--- src/rtl/alu_shift_sequencer.sv ---
// Breaks SLL/SRL/SRA by 0..31 into ALU shift steps of 8, 2 and 1 bits, issuing one step per cycle.
// Optional completed-op counter is built when SHSEQ_PERF_EN is defined.
module alu_shift_sequencer #(
    parameter int CTRL_W = 6,
    parameter int PERF_W = 16
) (
    input  logic              clk,
    input  logic              reset_n,
    input  logic              start,
    input  logic [5:0]        func,
    input  logic [4:0]        shamt,
    input  logic              flush,
    output logic              busy,
    output logic              step_valid,
    output logic [CTRL_W-1:0] alu_ctrl,
    output logic              sel_fb,
    output logic              done,
    output logic              bypass,
    output logic              err,
    output logic [PERF_W-1:0] perf_ops
);

    typedef enum logic [2:0] {IDLE, SH8, SH2, SH1, DONE} state_t;

    state_t     state, nxt;
    logic [5:0] func_q, f;
    logic [1:0] n8, n2, c8, c2;
    logic       n1, c1;
    logic       first, issue, fin;

    function automatic logic legal(input logic [5:0] fc);
        return (fc == 6'h00) || (fc == 6'h02) || (fc == 6'h03);
    endfunction

    function automatic state_t pick(input logic [1:0] a8, input logic [1:0] a2, input logic a1);
        if (a8 != 2'd0) return SH8;
        if (a2 != 2'd0) return SH2;
        if (a1) return SH1;
        return DONE;
    endfunction

    function automatic logic [CTRL_W-1:0] code(input logic [5:0] fc, input state_t s);
        logic [4:0] c;
        c = (fc == 6'h00) ? 5'h0A : (fc == 6'h02) ? 5'h0D : 5'h10;
        if (s == SH2) c = c + 5'd1;
        else if (s == SH8) c = c + 5'd2;
        return CTRL_W'(c);
    endfunction

    // In IDLE the step counts come straight from the request; later they come from the counters.
    always_comb begin
        first = (state == IDLE);
        c8    = first ? shamt[4:3] : n8;
        c2    = first ? shamt[2:1] : n2;
        c1    = first ? shamt[0]   : n1;
        f     = first ? func       : func_q;
        nxt   = legal(f) ? pick(c8, c2, c1) : DONE;
        issue = !flush && ((first && start) || state == SH8 || state == SH2 || state == SH1);
        fin   = issue && (nxt == DONE);
    end

    always_ff @(posedge clk or negedge reset_n) begin
        if (!reset_n) begin
            state      <= IDLE;
            func_q     <= '0;
            n8         <= '0;
            n2         <= '0;
            n1         <= 1'b0;
            busy       <= 1'b0;
            step_valid <= 1'b0;
            alu_ctrl   <= '0;
            sel_fb     <= 1'b0;
            done       <= 1'b0;
            bypass     <= 1'b0;
            err        <= 1'b0;
        end else begin
            step_valid <= 1'b0;
            alu_ctrl   <= '0;
            sel_fb     <= 1'b0;
            done       <= 1'b0;
            bypass     <= 1'b0;
            err        <= 1'b0;
            if (issue) begin
                state  <= nxt;
                busy   <= 1'b1;
                func_q <= f;
                n8     <= c8 - {1'b0, nxt == SH8};
                n2     <= c2 - {1'b0, nxt == SH2};
                n1     <= c1 & (nxt != SH1);
                if (fin) begin
                    done   <= 1'b1;
                    bypass <= first && legal(f);
                    err    <= !legal(f);
                end else begin
                    step_valid <= 1'b1;
                    alu_ctrl   <= code(f, nxt);
                    sel_fb     <= !first;
                end
            end else begin
                // flush, the DONE state and IDLE without a request all land in IDLE
                state <= IDLE;
                busy  <= 1'b0;
            end
        end
    end

`ifdef SHSEQ_PERF_EN
    always_ff @(posedge clk or negedge reset_n) begin
        if (!reset_n) perf_ops <= '0;
        else if (fin && perf_ops != {PERF_W{1'b1}}) perf_ops <= perf_ops + 1'b1;
    end
`else
    assign perf_ops = '0;
`endif

endmodule

--- config.mk ---
export PLATFORM = sky130hd
export DESIGN_NAME = alu_shift_sequencer
export DESIGN_NICKNAME = d
export VERILOG_FILES = /design/src/rtl/alu_shift_sequencer.sv
export SDC_FILE = /design/constraint.sdc
export NUM_CORES = 1
export LEC_CHECK = 0
export BUFFER_PORTS_ARGS = -buffer_cell sky130_fd_sc_hd__buf_2
export CORE_UTILIZATION = 25
export CTS_BUF_LIST = sky130_fd_sc_hd__clkbuf_4
export DETAILED_ROUTE_END_ITERATION = 7
export PLACE_DENSITY_LB_ADDON = 0.25
export SYNTH_ARGS = -nofsm -noshare
export SYNTH_HDL_FRONTEND = slang
export SYNTH_SLANG_ARGS = --single-unit
--- constraint.sdc ---
create_clock -name clk -period 1.9 [get_ports clk]
set_input_delay 0.19 -clock clk [delete_from_list [all_inputs] [get_ports clk]]
set_output_delay 0.19 -clock clk [all_outputs]
set_load 0.01 [all_outputs]
---- After elaboration in Yosys (flattened, before gate mapping) ----
Cells that the tools add are included.
storage, ports and cells
  register bits after elaboration ......... 26
  bits in latches ......................... 0
  RAM bits ................................ 0
  bits in read-only memories .............. 0
  bits of input ports ..................... 15
  output and inout bits ................... 28
  word-level logic and storage cells ...... 77
  memories kept ........................... 0
cells by class
  $add $sub $neg .......................... 4
  multiply operators ...................... 0
  div/mod/pow operators ................... 0
  magnitude comparators ................... 0
  eq/ne operators ......................... 9
  shifts and indexed selects .............. 0
  mux-type cells .......................... 35
  bitwise operators ....................... 1
  reductions and logical operators ........ 16
operators by type and width
  operator                                                               count
  5-bit 2-to-1 mux                                                       6
  3-bit 2-to-1 mux                                                       8
  1-bit 2-to-1 mux                                                       18
  6-bit by 2-bit equality test with 1-bit output, second input constant  2
  3-bit by 2-bit equality test with 1-bit output, second input constant  3
  3-bit by 1-bit equality test with 1-bit output, second input constant  2
  6-bit zero test                                                        1
  6-bit 2-to-1 mux                                                       1
  5-bit by 1-bit adder with 5-bit output, second input constant          1
  5-bit by 2-bit adder with 5-bit output, second input constant          1
  1-bit logical OR                                                       5
  1-bit logical AND                                                      4
  2-bit 2-to-1 mux                                                       2
  2-bit nonzero test                                                     2
  2-bit by 1-bit subtractor with 2-bit output                            2
  3-bit equality test, second input constant                             1
  1-bit zero test                                                        3
  3-bit zero test                                                        1
  3-bit by 2-bit != test with 1-bit output, second input constant        1
  1-bit bitwise AND                                                      1

---- Depth between registers and ports, before layout ----
Gate-level depths: netlist (run 1).
  word-level depth ........................ 16
  mapped depth ............................ 9

---- Worst setup path before layout (run 1) ----
OpenSTA, ideal clock, no wires.
  path kind ............................... register -> register
  start ................................... reg func_q[2]
  end ..................................... reg n8[1]
  arrival ................................. 1.833 ns
  data required time ...................... 1.770 ns
  slack ................................... -0.063 ns
  stages on the path, launching flop included .. 9
  path buffers ............................ 0
  period minus slack after synthesis ...... 1.963 ns
  cells stage by stage .................... dfrtp_1 > or4_4 > a21oi_2 > mux2_4 > nor2b_1 > ha_1 > o21ai_0 > a32oi_1 > o21ai_0
on the way
  longest elaborated chain between the ends .. 7
RTL lines
  what                                                                                      RTL line  text
  start, declared                                                                           26        logic [5:0] func_q, f;
  start signal, assigned                                                                    65        func_q <= '0;
  start signal, assigned                                                                    86        func_q <= f;
  6-bit 2-to-1 mux *                                                                        56        f = first ? func : func_q;
  6-bit by 2-bit equality test with 1-bit output / 6-bit zero test (equally long branches)  32        return (fc == 6'h00) || (fc == 6'h02) || (fc == 6'h03);
  1-bit logical OR                                                                          32
  1-bit logical OR *                                                                        32
  3-bit 2-to-1 mux *                                                                        57        nxt = legal(f) ? pick(c8, c2, c1) : DONE;
  3-bit by 1-bit equality test with 1-bit output *                                          87        n8 <= c8 - {1'b0, nxt == SH8};
  2-bit by 1-bit subtractor with 2-bit output *                                             87
  end signal, assigned                                                                      87
  end, declared                                                                             27        logic [1:0] n8, n2, c8, c2;
Mark *: on every way between the ends. The rest lies on a longest branch, timed or not.
A chain may end at the register's enable or synchronous reset.

---- Worst setup path after layout (run 1) ----
Ends and elaborated chain as after synthesis.

==> metrics, run 1 <==
run status finished with violations; violated checks negative setup slack; fin. max-slew vios 0; CP arrival between 2000 and 2500 ps; maxcap violations 0; Final Hold Vio Count 0; CP Launch Type flop; hold_sp func[4]; All-Layer GR Usage 0.1059; H-tree lvl count 1; Worst VDD drop 0.2553 mV; row count 27; WHS just over 100 ps; Pint slightly above 800 uW; TNS Setup -221.4 ps; cell area power density 696.6 nW/um^2; CP Buf/Inv Count 0; Num CTS Buffers 3; layout cells sized above 1 0.3915; Tot Pwr 1.247 mW; crit-path cells or4_4 -> a21oi_4 -> mux2_4 -> nor2b_4 -> ha_4 -> o21ai_2 -> a32oi_1 -> o21ai_1; Top FF cell, synth dfrtp_1; first-pass GRT wire length roughly 5 mm; crit-path max FO 2; CTS Buffer Depth 2; DR DRC count 0; slew of the pin with the lowest slew margin 581.3 ps; Filler cells between 500 and 600; CTS tree built; CP endpoint kind flop; max incr delay on CP between 500 and 600 ps; CP top delay family simple AND/OR/NAND/NOR gates; detailed-route via count between 1000 and 1500; Ys Warns 0; average cell area after synthesis about 10 um^2; Die Height approximately 77 um; dpl cell area 1668 um^2; gpl congestion a little under 0.8; slew margin rel. 0.6095; hold crit path type in2reg; WL final 3.162 mm; critical path's slowest cell or4_4; clock sink total 25; r2r startpoint func_q[2]$_DFFE_PN0P_; Multi-input gate area 737.0 um^2; remaining antenna violation count after routing 0; Initial Util 0.2593; DR pass1 iterations 4; # setup viols final 2; fmax 487.1 MHz; largest net degree at the start of global routing 26; Clk Latency, worst-skew pair around 330 ps; share of power burned in registers 0.531; RSZ-0062 raised after global routing true; die boundary width roughly 77 um; Data required, critical path around 2100 ps; hold depth 2; switch share 0.3398; Core ar. between 5000 and 6000 um^2; Comb power frac 0.263; #FFs+latches synth 25; mapped cell area 1419 um^2; die area between 5000 and 6000 um^2; Worst Hold Path EP func_q[4]$_DFFE_PN0P_; Diodes inserted 0; reg-to-reg slack, setup -150 ps; EDFF count, synth 0; Worst-path clk slew around 150 ps; clock skew ~2.6 ps; vias in the first global route ~1000; root buffer cell clkbuf_4; count of cell types in the netlist between 40 and 50; port buffer count 25; DRT iter0 DRCs 79; Net Sw Power ~420 uW; Via-to-Cell Ratio between 4 and 5; LEAKAGE between 0.8 and 0.9 nW; Period Utilization, post-route 1.081; NumNets Final 207; routed len/inst about 12 um; final setup margin -153.1 ps; initial antenna violation count 0; area grow syn2layout 26.19%; Final Cell Area between 1500 and 2000 um^2; Cells after Synth around 150; HPWL after DPL approximately 2.3 mm; post-synthesis sequential area ratio 0.4409; async set-reset flop share out of synthesis 1.000; I/O pins 43; CP Class reg2reg; Clock Power Share 0.207; Sequential Area about 630 um^2; worst r2r path cells 8; minimum clock period around 2000 ps; total grt overflow 0; reg2reg end n8[1]$_DFFE_PN0P_; Setup WS pre-CTS -178.2 ps
[sequential cells by signal, summed over array words and instances (netlist names), 2 cells and up]
name and flops:
alu_ctrl 5, func_q 6, n2 2, n8 2
state 3
[cell families (layout without fill, tap and decap cells)]
family / after synthesis / count (layout) / synth area share
other: 1 / 17 / 0.002643
AND/OR/NAND/NOR: 49 / 49 / 0.1896
adder cells (fa/ha/maj): 2 / 2 / 0.01763
multiplexers: 8 / 8 / 0.06437
flip-flops: 25 / 25 / 0.4409
AO/OA/AOI/OAI: 32 / 32 / 0.1605
buffers and inverters: 29 / 56 / 0.1243
[stage by stage]
step           cells    util
6_report         261  0.3272
4_1_cts          260  0.3178
5_1_grt          261  0.3272
2_1_floorplan    162       -
3_3_place_gp     254  0.3048
3_5_place_dp     254  0.3048
[placed cells by master (no fill, tap or decap), types with 4 or more instances in the layout]
cell / netlist / final
inv_1: 7 / 5
buf_4: 17 / 16
nor3_1: 6 / 5
mux2_2: 5 / 5
o21ai_1: 1 / 6
nand2_1: 13 / 13
nor2_1: 15 / 14
a21oi_1: 4 / 4
conb_1: 1 / 17
dfrtp_1: 25 / 25
buf_2: 3 / 25
[what timing repair did]
item | in CTS | in global routing
pin swaps | 6 | 8
resized for setup | 14 | 7
buffers inserted | 1 | 3
hold endpoints to repair | 25 | 0
hold buffers | 1 | 0
endpoints found under the setup margin | 3 | 7
[cell usage after synthesis (2+ instances only)]
cell type | instances | area [um^2]
ha_1 | 2 | 25.02
inv_1 | 7 | 26.28
nor3_1 | 6 | 30.03
a21oi_1 | 4 | 20.02
mux2i_1 | 2 | 20.02
a32oi_1 | 2 | 17.52
or3_1 | 2 | 12.51
nand2_1 | 13 | 48.80
a211oi_1 | 2 | 15.01
nor2_1 | 15 | 56.30
a21oi_2 | 2 | 17.52
o21ai_0 | 8 | 40.04
o22ai_1 | 2 | 12.51
mux2_2 | 5 | 56.30
buf_4 | 17 | 127.6
dfrtp_1 | 25 | 625.6
a31oi_1 | 3 | 18.77
nor4_1 | 3 | 18.77
nor3_2 | 2 | 20.02
buf_2 | 3 | 15.01
[per-layer routing]
metal | wire [um] | vias up | share of wire | global-route usage
li1 | - | 564 | - | -
met2 | 1580 | 33 | 0.50 | 0.1779
met4 | 34 | 0 | 0.011 | 0.04528
met5 | 0 | - | 0 | 0
met1 | 1442 | 565 | 0.46 | 0.1400
met3 | 104 | 4 | 0.033 | 0.007059
[area by class of cell]
class	count	share of cell area
timing repair buffer	44	0.1551
sequential	25	0.3494
multi-input combinational	108	0.4116
clock buffer	3	0.01258
inverter	8	0.01677
tap	72	0.05031
clock inverter	1	0.004193
[worst max-delay path by stage]
| stage | startpoint | end | depth (start not counted) |
|---|---|---|---|
| floorplan | func_q[2]$_DFFE_PN0P_ | n8[1]$_DFFE_PN0P_ | 8 |
| global placement | func[2] | n8[1]$_DFFE_PN0P_ | 9 |
| detailed placement | func[2] | n8[1]$_DFFE_PN0P_ | 9 |
| CTS | func_q[5]$_DFFE_PN0P_ | n8[1]$_DFFE_PN0P_ | 8 |
| global route | func_q[2]$_DFFE_PN0P_ | n8[1]$_DFFE_PN0P_ | 8 |
| finish | func_q[2]$_DFFE_PN0P_ | n8[1]$_DFFE_PN0P_ | 8 |
[power by group through the flow]
| stage | combinational (mW) | sequential [mW] | clock [mW] |
|---|---|---|---|
| 2_1_floorplan | 0.214 | 0.657 | 0 |
| 3_3_place_gp | 0.298 | 0.670 | 0 |
| 3_5_place_dp | 0.299 | 0.670 | 0 |
| 4_1_cts | 0.316 | 0.662 | 0.267 |
| 5_1_grt | 0.359 | 0.674 | 0.285 |
| 6_report | 0.327 | 0.662 | 0.258 |
(Power assumes the default switching activity.)
==> run 2, diff against run 1 <==
CTS_BUF_LIST = sky130_fd_sc_hd__clkbuf_8   (was sky130_fd_sc_hd__clkbuf_4)
==> metrics, run 2 (synthesized netlist as in run 1, its figures left out) <==
Data required, critical path 2050 ps (-70 ps); cell area power density 724.9 nW/um^2 (+4.1%); die area 5981 um^2 (unchanged); reg2reg end n8[1]$_DFFE_PN0P_; Core ar. 5473 um^2 (unchanged); CP Launch Type flop; Initial Util 0.2593 (unchanged); minimum clock period 2045 ps (-8.313 ps); post-route non-filler standard cell count 261 (unchanged); vias in the first global route 1029 (-0.097%); Regs by FF count func_q: 6 flops, alu_ctrl: 5 flops, state: 3 flops; WHS 166.0 ps (+63.13 ps); fin. max-slew vios 0 (unchanged); final setup margin -144.8 ps (+8.313 ps); Worst VDD drop 0.2389 mV (-6.4%); Die Height 77.34 um (unchanged); WL final 3.134 mm (-0.89%); I/O pins 43 (unchanged); hold crit path type in2reg; dpl cell area 1668 um^2 (unchanged); port buffer count 25 (unchanged); fin util 0.3306 (+0.003430); maxcap violations 0 (unchanged); Final Cell Area 1809 um^2 (+1.0%); max incr delay on CP 550 ps (about the same); violated checks negative setup slack; Period Utilization, post-route 1.076 (-0.004375); critical path's slowest cell or4_4; die boundary width 77.34 um (unchanged); CP arrival 2190 ps (-80 ps); # placed instances 254 (unchanged); commonest cells after routing, fill and taps aside dfrtp_1, buf_2, conb_1; area grow syn2layout 27.51%; remaining antenna violation count after routing 0 (unchanged); clock sink total 25 (unchanged); total grt overflow 0 (unchanged); layout cells sized above 1 0.3915 (unchanged); run status finished with violations; first-pass GRT wire length 5.016 mm (unchanged); hold depth 2 (unchanged); worst r2r path cells 8 (unchanged); max reg flops 6 (unchanged); CTS tree built; TNS Setup -208.2 ps (+13.22 ps); fmax 489.0 MHz (+0.41%); Filler cells 583 (+0.17%); CTS Buffer Depth 2 (unchanged); largest net degree at the start of global routing 26 (unchanged); LEAKAGE 0.8482 nW (+0.92%); Diodes inserted 0 (unchanged); row count 27 (unchanged); hold_sp func[4]; crit-path cells or4_4 -> a21oi_4 -> mux2_4 -> nor2b_4 -> ha_4 -> o21ai_2 -> a32oi_1 -> o21ai_1; clock skew 2.701 ps (+0.06842 ps); CP endpoint kind flop; H-tree lvl count 1 (unchanged); Tot Pwr 1.312 mW (+5.1%); Final Hold Vio Count 0 (unchanged); initial antenna violation count 0 (unchanged); r2r startpoint func_q[2]$_DFFE_PN0P_; DRT iter0 DRCs 101 (+28%); All-Layer GR Usage 0.1052 (-0.0007530); slew margin rel. 0.6219 (+0.01241); root buffer cell clkbuf_8; detailed-route via count 1157 (-0.77%); Worst-path clk slew 90 ps (-60 ps); RSZ-0062 raised after global routing true; Num CTS Buffers 3 (unchanged); HPWL after DPL 2.343 mm (unchanged); NumNets Final 207 (unchanged); Setup WS pre-CTS -178.2 ps (unchanged); gpl congestion 0.7889 (unchanged); reg-to-reg slack, setup -140 ps (about the same); Clk Latency, worst-skew pair 270 ps (-60 ps); crit-path max FO 2 (unchanged); CP Class reg2reg; slew of the pin with the lowest slew margin 562.9 ps (-18.47 ps); Most flops, register func_q; routed len/inst 12.01 um (-0.89%); # setup viols final 2 (unchanged); DR pass1 iterations 6 (+2); Via-to-Cell Ratio 4.433 (-0.77%); Worst Hold Path EP func_q[4]$_DFFE_PN0P_; DR DRC count 0 (unchanged)
-- run 2: changes by cell type in the layout (fill, tap and decap cells not counted) --
cell | previous run | this run
clkbuf_4 | 3 | 0
clkbuf_8 | 0 | 3
-- run 2: worst max path at each step --
stage	start	endpoint	slack (ps)
after detailed placement	func[2]	n8[1]$_DFFE_PN0P_	-180
after floorplan	func_q[2]$_DFFE_PN0P_	n8[1]$_DFFE_PN0P_	-60
after global placement	func[2]	n8[1]$_DFFE_PN0P_	-170
after CTS	func_q[5]$_DFFE_PN0P_	n8[1]$_DFFE_PN0P_	-110
after global routing	func_q[2]$_DFFE_PN0P_	n8[1]$_DFFE_PN0P_	-220
final	func_q[2]$_DFFE_PN0P_	n8[1]$_DFFE_PN0P_	-140
-- run 2: critical path, delay by kind of cell (launching register included) --
family	cells	cell delay (ps)
compound gates	4	490
fa+ha+maj	1	160
simple gates	2	710
flops	1	390
mux	1	170
-- run 2: layout make-up --
class                   count  area [um^2]  share of cell area
multi-input cells         108        737.0              0.4073
flip-flops and latches     25        625.6              0.3458
repair buffers             44        277.8              0.1535
well taps                  72        90.09             0.04979
clock buffers               3        41.29             0.02282
inverters                   8        30.03             0.01660
clock inverters             1        7.507            0.004149
-- run 2: repair_timing --
action | 4_1_cts | 5_1_grt
pin swaps | 6 | 8
endpoints found under the hold margin | 25 | 0
setup endpoints to repair | 3 | 6
hold buffers | 1 | 0
gates resized for setup | 14 | 7
cloned | 0 | 0
buffers inserted | 1 | 3
-- run 2: report_power, final --
group          leakage (nW)  internal [mW]  switching, mW  total [mW]
clock                0.0217          0.148          0.174       0.323
sequential            0.325          0.597         0.0645       0.662
combinational         0.502          0.146          0.181       0.327
total                 0.848          0.892          0.420        1.31
-- run 2: routing by layer --
metal / vias up / GRT usage / share of wire
met5: - / 0 / 0
met4: 0 / 0.03962 / 0.011
met3: 4 / 0.007059 / 0.038
met2: 34 / 0.1788 / 0.50
met1: 554 / 0.1393 / 0.45
li1: 565 / - / -
==> run 3, diff against run 2 <==
CELL_PAD_IN_SITES_DETAIL_PLACEMENT = 1   (was unset)
CELL_PAD_IN_SITES_GLOBAL_PLACEMENT = 1   (was unset)
==> metrics, run 3 (synthesized netlist as in run 1, its figures left out) <==
NumNets Final 206 (-0.48%); minimum clock period 1966 ps (-78.42 ps); clock sink total 25 (unchanged); max reg flops 6 (unchanged); violated checks negative setup slack; critical path's slowest cell or4_4; All-Layer GR Usage 0.1295 (+0.02432); CP top delay family simple AND/OR/NAND/NOR gates; cell area power density 745.2 nW/um^2 (+2.8%); Met2 Wirelength 1.953 mm (+25%); Clk Latency, worst-skew pair 280 ps (about the same); root buffer cell clkbuf_8; Regs by FF count func_q: 6 flops, alu_ctrl: 5 flops, state: 3 flops; final setup margin -66.39 ps (+78.42 ps); CP Buf/Inv Count 1 (+1); CTS Buffer Depth 2 (unchanged); routed len/inst 13.96 um (+16%); I/O pins 43 (unchanged); top routing layer in use met4; # setup viols final 2 (unchanged); TNS Setup -78.49 ps (+129.7 ps); CP Launch Type flop; hold crit path type in2reg; M1 wire length 1.475 mm (+3.9%); commonest cells after routing, fill and taps aside buf_2, dfrtp_1, conb_1; clock skew 4.756 ps (+2.055 ps); slew margin rel. 0.6161 (-0.005785); remaining antenna violation count after routing 0 (unchanged); Worst VDD drop 0.2515 mV (+5.3%); Filler cells 660 (+13%); Die Height 77.34 um (unchanged); WL final 3.630 mm (+16%); Period Utilization, post-route 1.035 (-0.04127); HPWL after DPL 2.711 mm (+16%); Final Hold Vio Count 0 (unchanged); slew of the pin with the lowest slew margin 575.9 ps (+13.01 ps); max incr delay on CP 550 ps (about the same); die area 5981 um^2 (unchanged); fin. max-slew vios 0 (unchanged); DR DRC count 0 (unchanged); area grow syn2layout 25.49%; LEAKAGE 0.8394 nW (-1.0%); fin util 0.3253 (-0.005258); Via-to-Cell Ratio 4.600 (+3.8%); DRT iter0 DRCs 48 (-52%); Initial Util 0.2593 (unchanged); largest net degree at the start of global routing 26 (unchanged); commonest non-fill, non-tap cell in the layout buf_2; layout cells sized above 1 0.3830 (-0.008556); fmax 508.5 MHz (+4.0%); vias in the first global route 1269 (+23%); Tot Pwr 1.327 mW (+1.2%); Worst-path clk slew 90 ps (about the same); gpl congestion 0.8407 (+6.6%); Data required, critical path 2060 ps (about the same); die boundary width 77.34 um (unchanged); total grt overflow 0 (unchanged); CP Class reg2reg; Setup WS pre-CTS -148.1 ps (+30.14 ps); Final Cell Area 1780 um^2 (-1.6%); Most flops, register func_q; CTS tree built; detailed-route via count 1196 (+3.4%); dpl cell area 1645 um^2 (-1.4%); H-tree lvl count 1 (unchanged); CP endpoint kind flop; crit-path cells or4_4 -> a21oi_4 -> mux2_4 -> nor2b_4 -> ha_4 -> inv_2 -> a32oi_1 -> o21ai_1; maxcap violations 0 (unchanged); run status finished with violations; Sequential Area 625.6 um^2 (unchanged); CP arrival 2130 ps (-60 ps); Core ar. 5473 um^2 (unchanged); RSZ-0062 raised after global routing true; Diodes inserted 0 (unchanged); initial antenna violation count 0 (unchanged); metal3 WL 122 um (+3.4%); crit-path max FO 2 (unchanged); row count 27 (unchanged); Multi-input gate area 721.9 um^2 (-2.0%); port buffer count 25 (unchanged); DR pass1 iterations 4 (-2); Num CTS Buffers 3 (unchanged); first-pass GRT wire length 6.037 mm (+20%)
[run 3: where the power goes]
| group | total [mW] | leakage [nW] | switching, mW | internal (mW) |
|---|---|---|---|---|
| registers | 0.663 | 0.325 | 0.0654 | 0.597 |
| clock network | 0.329 | 0.0217 | 0.180 | 0.149 |
| logic | 0.335 | 0.493 | 0.187 | 0.148 |
[run 3: area by class of cell]
| type | count | share of cell area |
|---|---|---|
| clock buffer | 3 | 0.02319 |
| clock inverter | 1 | 0.004216 |
| inverter | 8 | 0.01687 |
| multi-input combinational | 108 | 0.4055 |
| sequential | 25 | 0.3514 |
| tap | 72 | 0.05060 |
| timing repair buffer | 43 | 0.1483 |
[run 3: path summary, 6_finish.rpt]
kind / startpoint / end / cells after the start / slack, ps
worst max register to register: func_q[2]$_DFFE_PN0P_ / n8[1]$_DFFE_PN0P_ / 8 / -70
worst min register to register: func_q[3]$_DFFE_PN0P_ / func_q[3]$_DFFE_PN0P_ / 1 / 520
worst max-delay path: func_q[2]$_DFFE_PN0P_ / n8[1]$_DFFE_PN0P_ / 8 / -70
worst min-delay path: func[5] / func_q[5]$_DFFE_PN0P_ / 2 / 150
max in group asynchronous: reset_n / func_q[1]$_DFFE_PN0P_ / 2 / 1080
min in group asynchronous: reset_n / busy$_DFF_PN0_ / 2 / 430
[run 3: repair_timing]
item	4_1_cts	5_1_grt
hold buffers	1	0
endpoints found under the hold margin	25	0
gates resized for setup	11	5
pin swaps	3	2
setup buffers	1	2
endpoints found under the setup margin	4	6
cloned	1	0
[run 3: per-layer routing]
metal | GRT usage | vias up
li1 | - | 566
met1 | 0.1503 | 590
met2 | 0.2327 | 33
met3 | 0.01647 | 7
met4 | 0.06415 | 0
met5 | 0 | -
[run 3: metrics by stage]
| stage | hold slack (ps) | cells |
|---|---|---|
| CTS | 144.4 | 258 |
| detailed placement | 225.1 | 251 |
| global placement | 210.3 | 251 |
| global route | 145.7 | 260 |
| floorplan | -105.6 | 162 |
| finish | 153.8 | 260 |
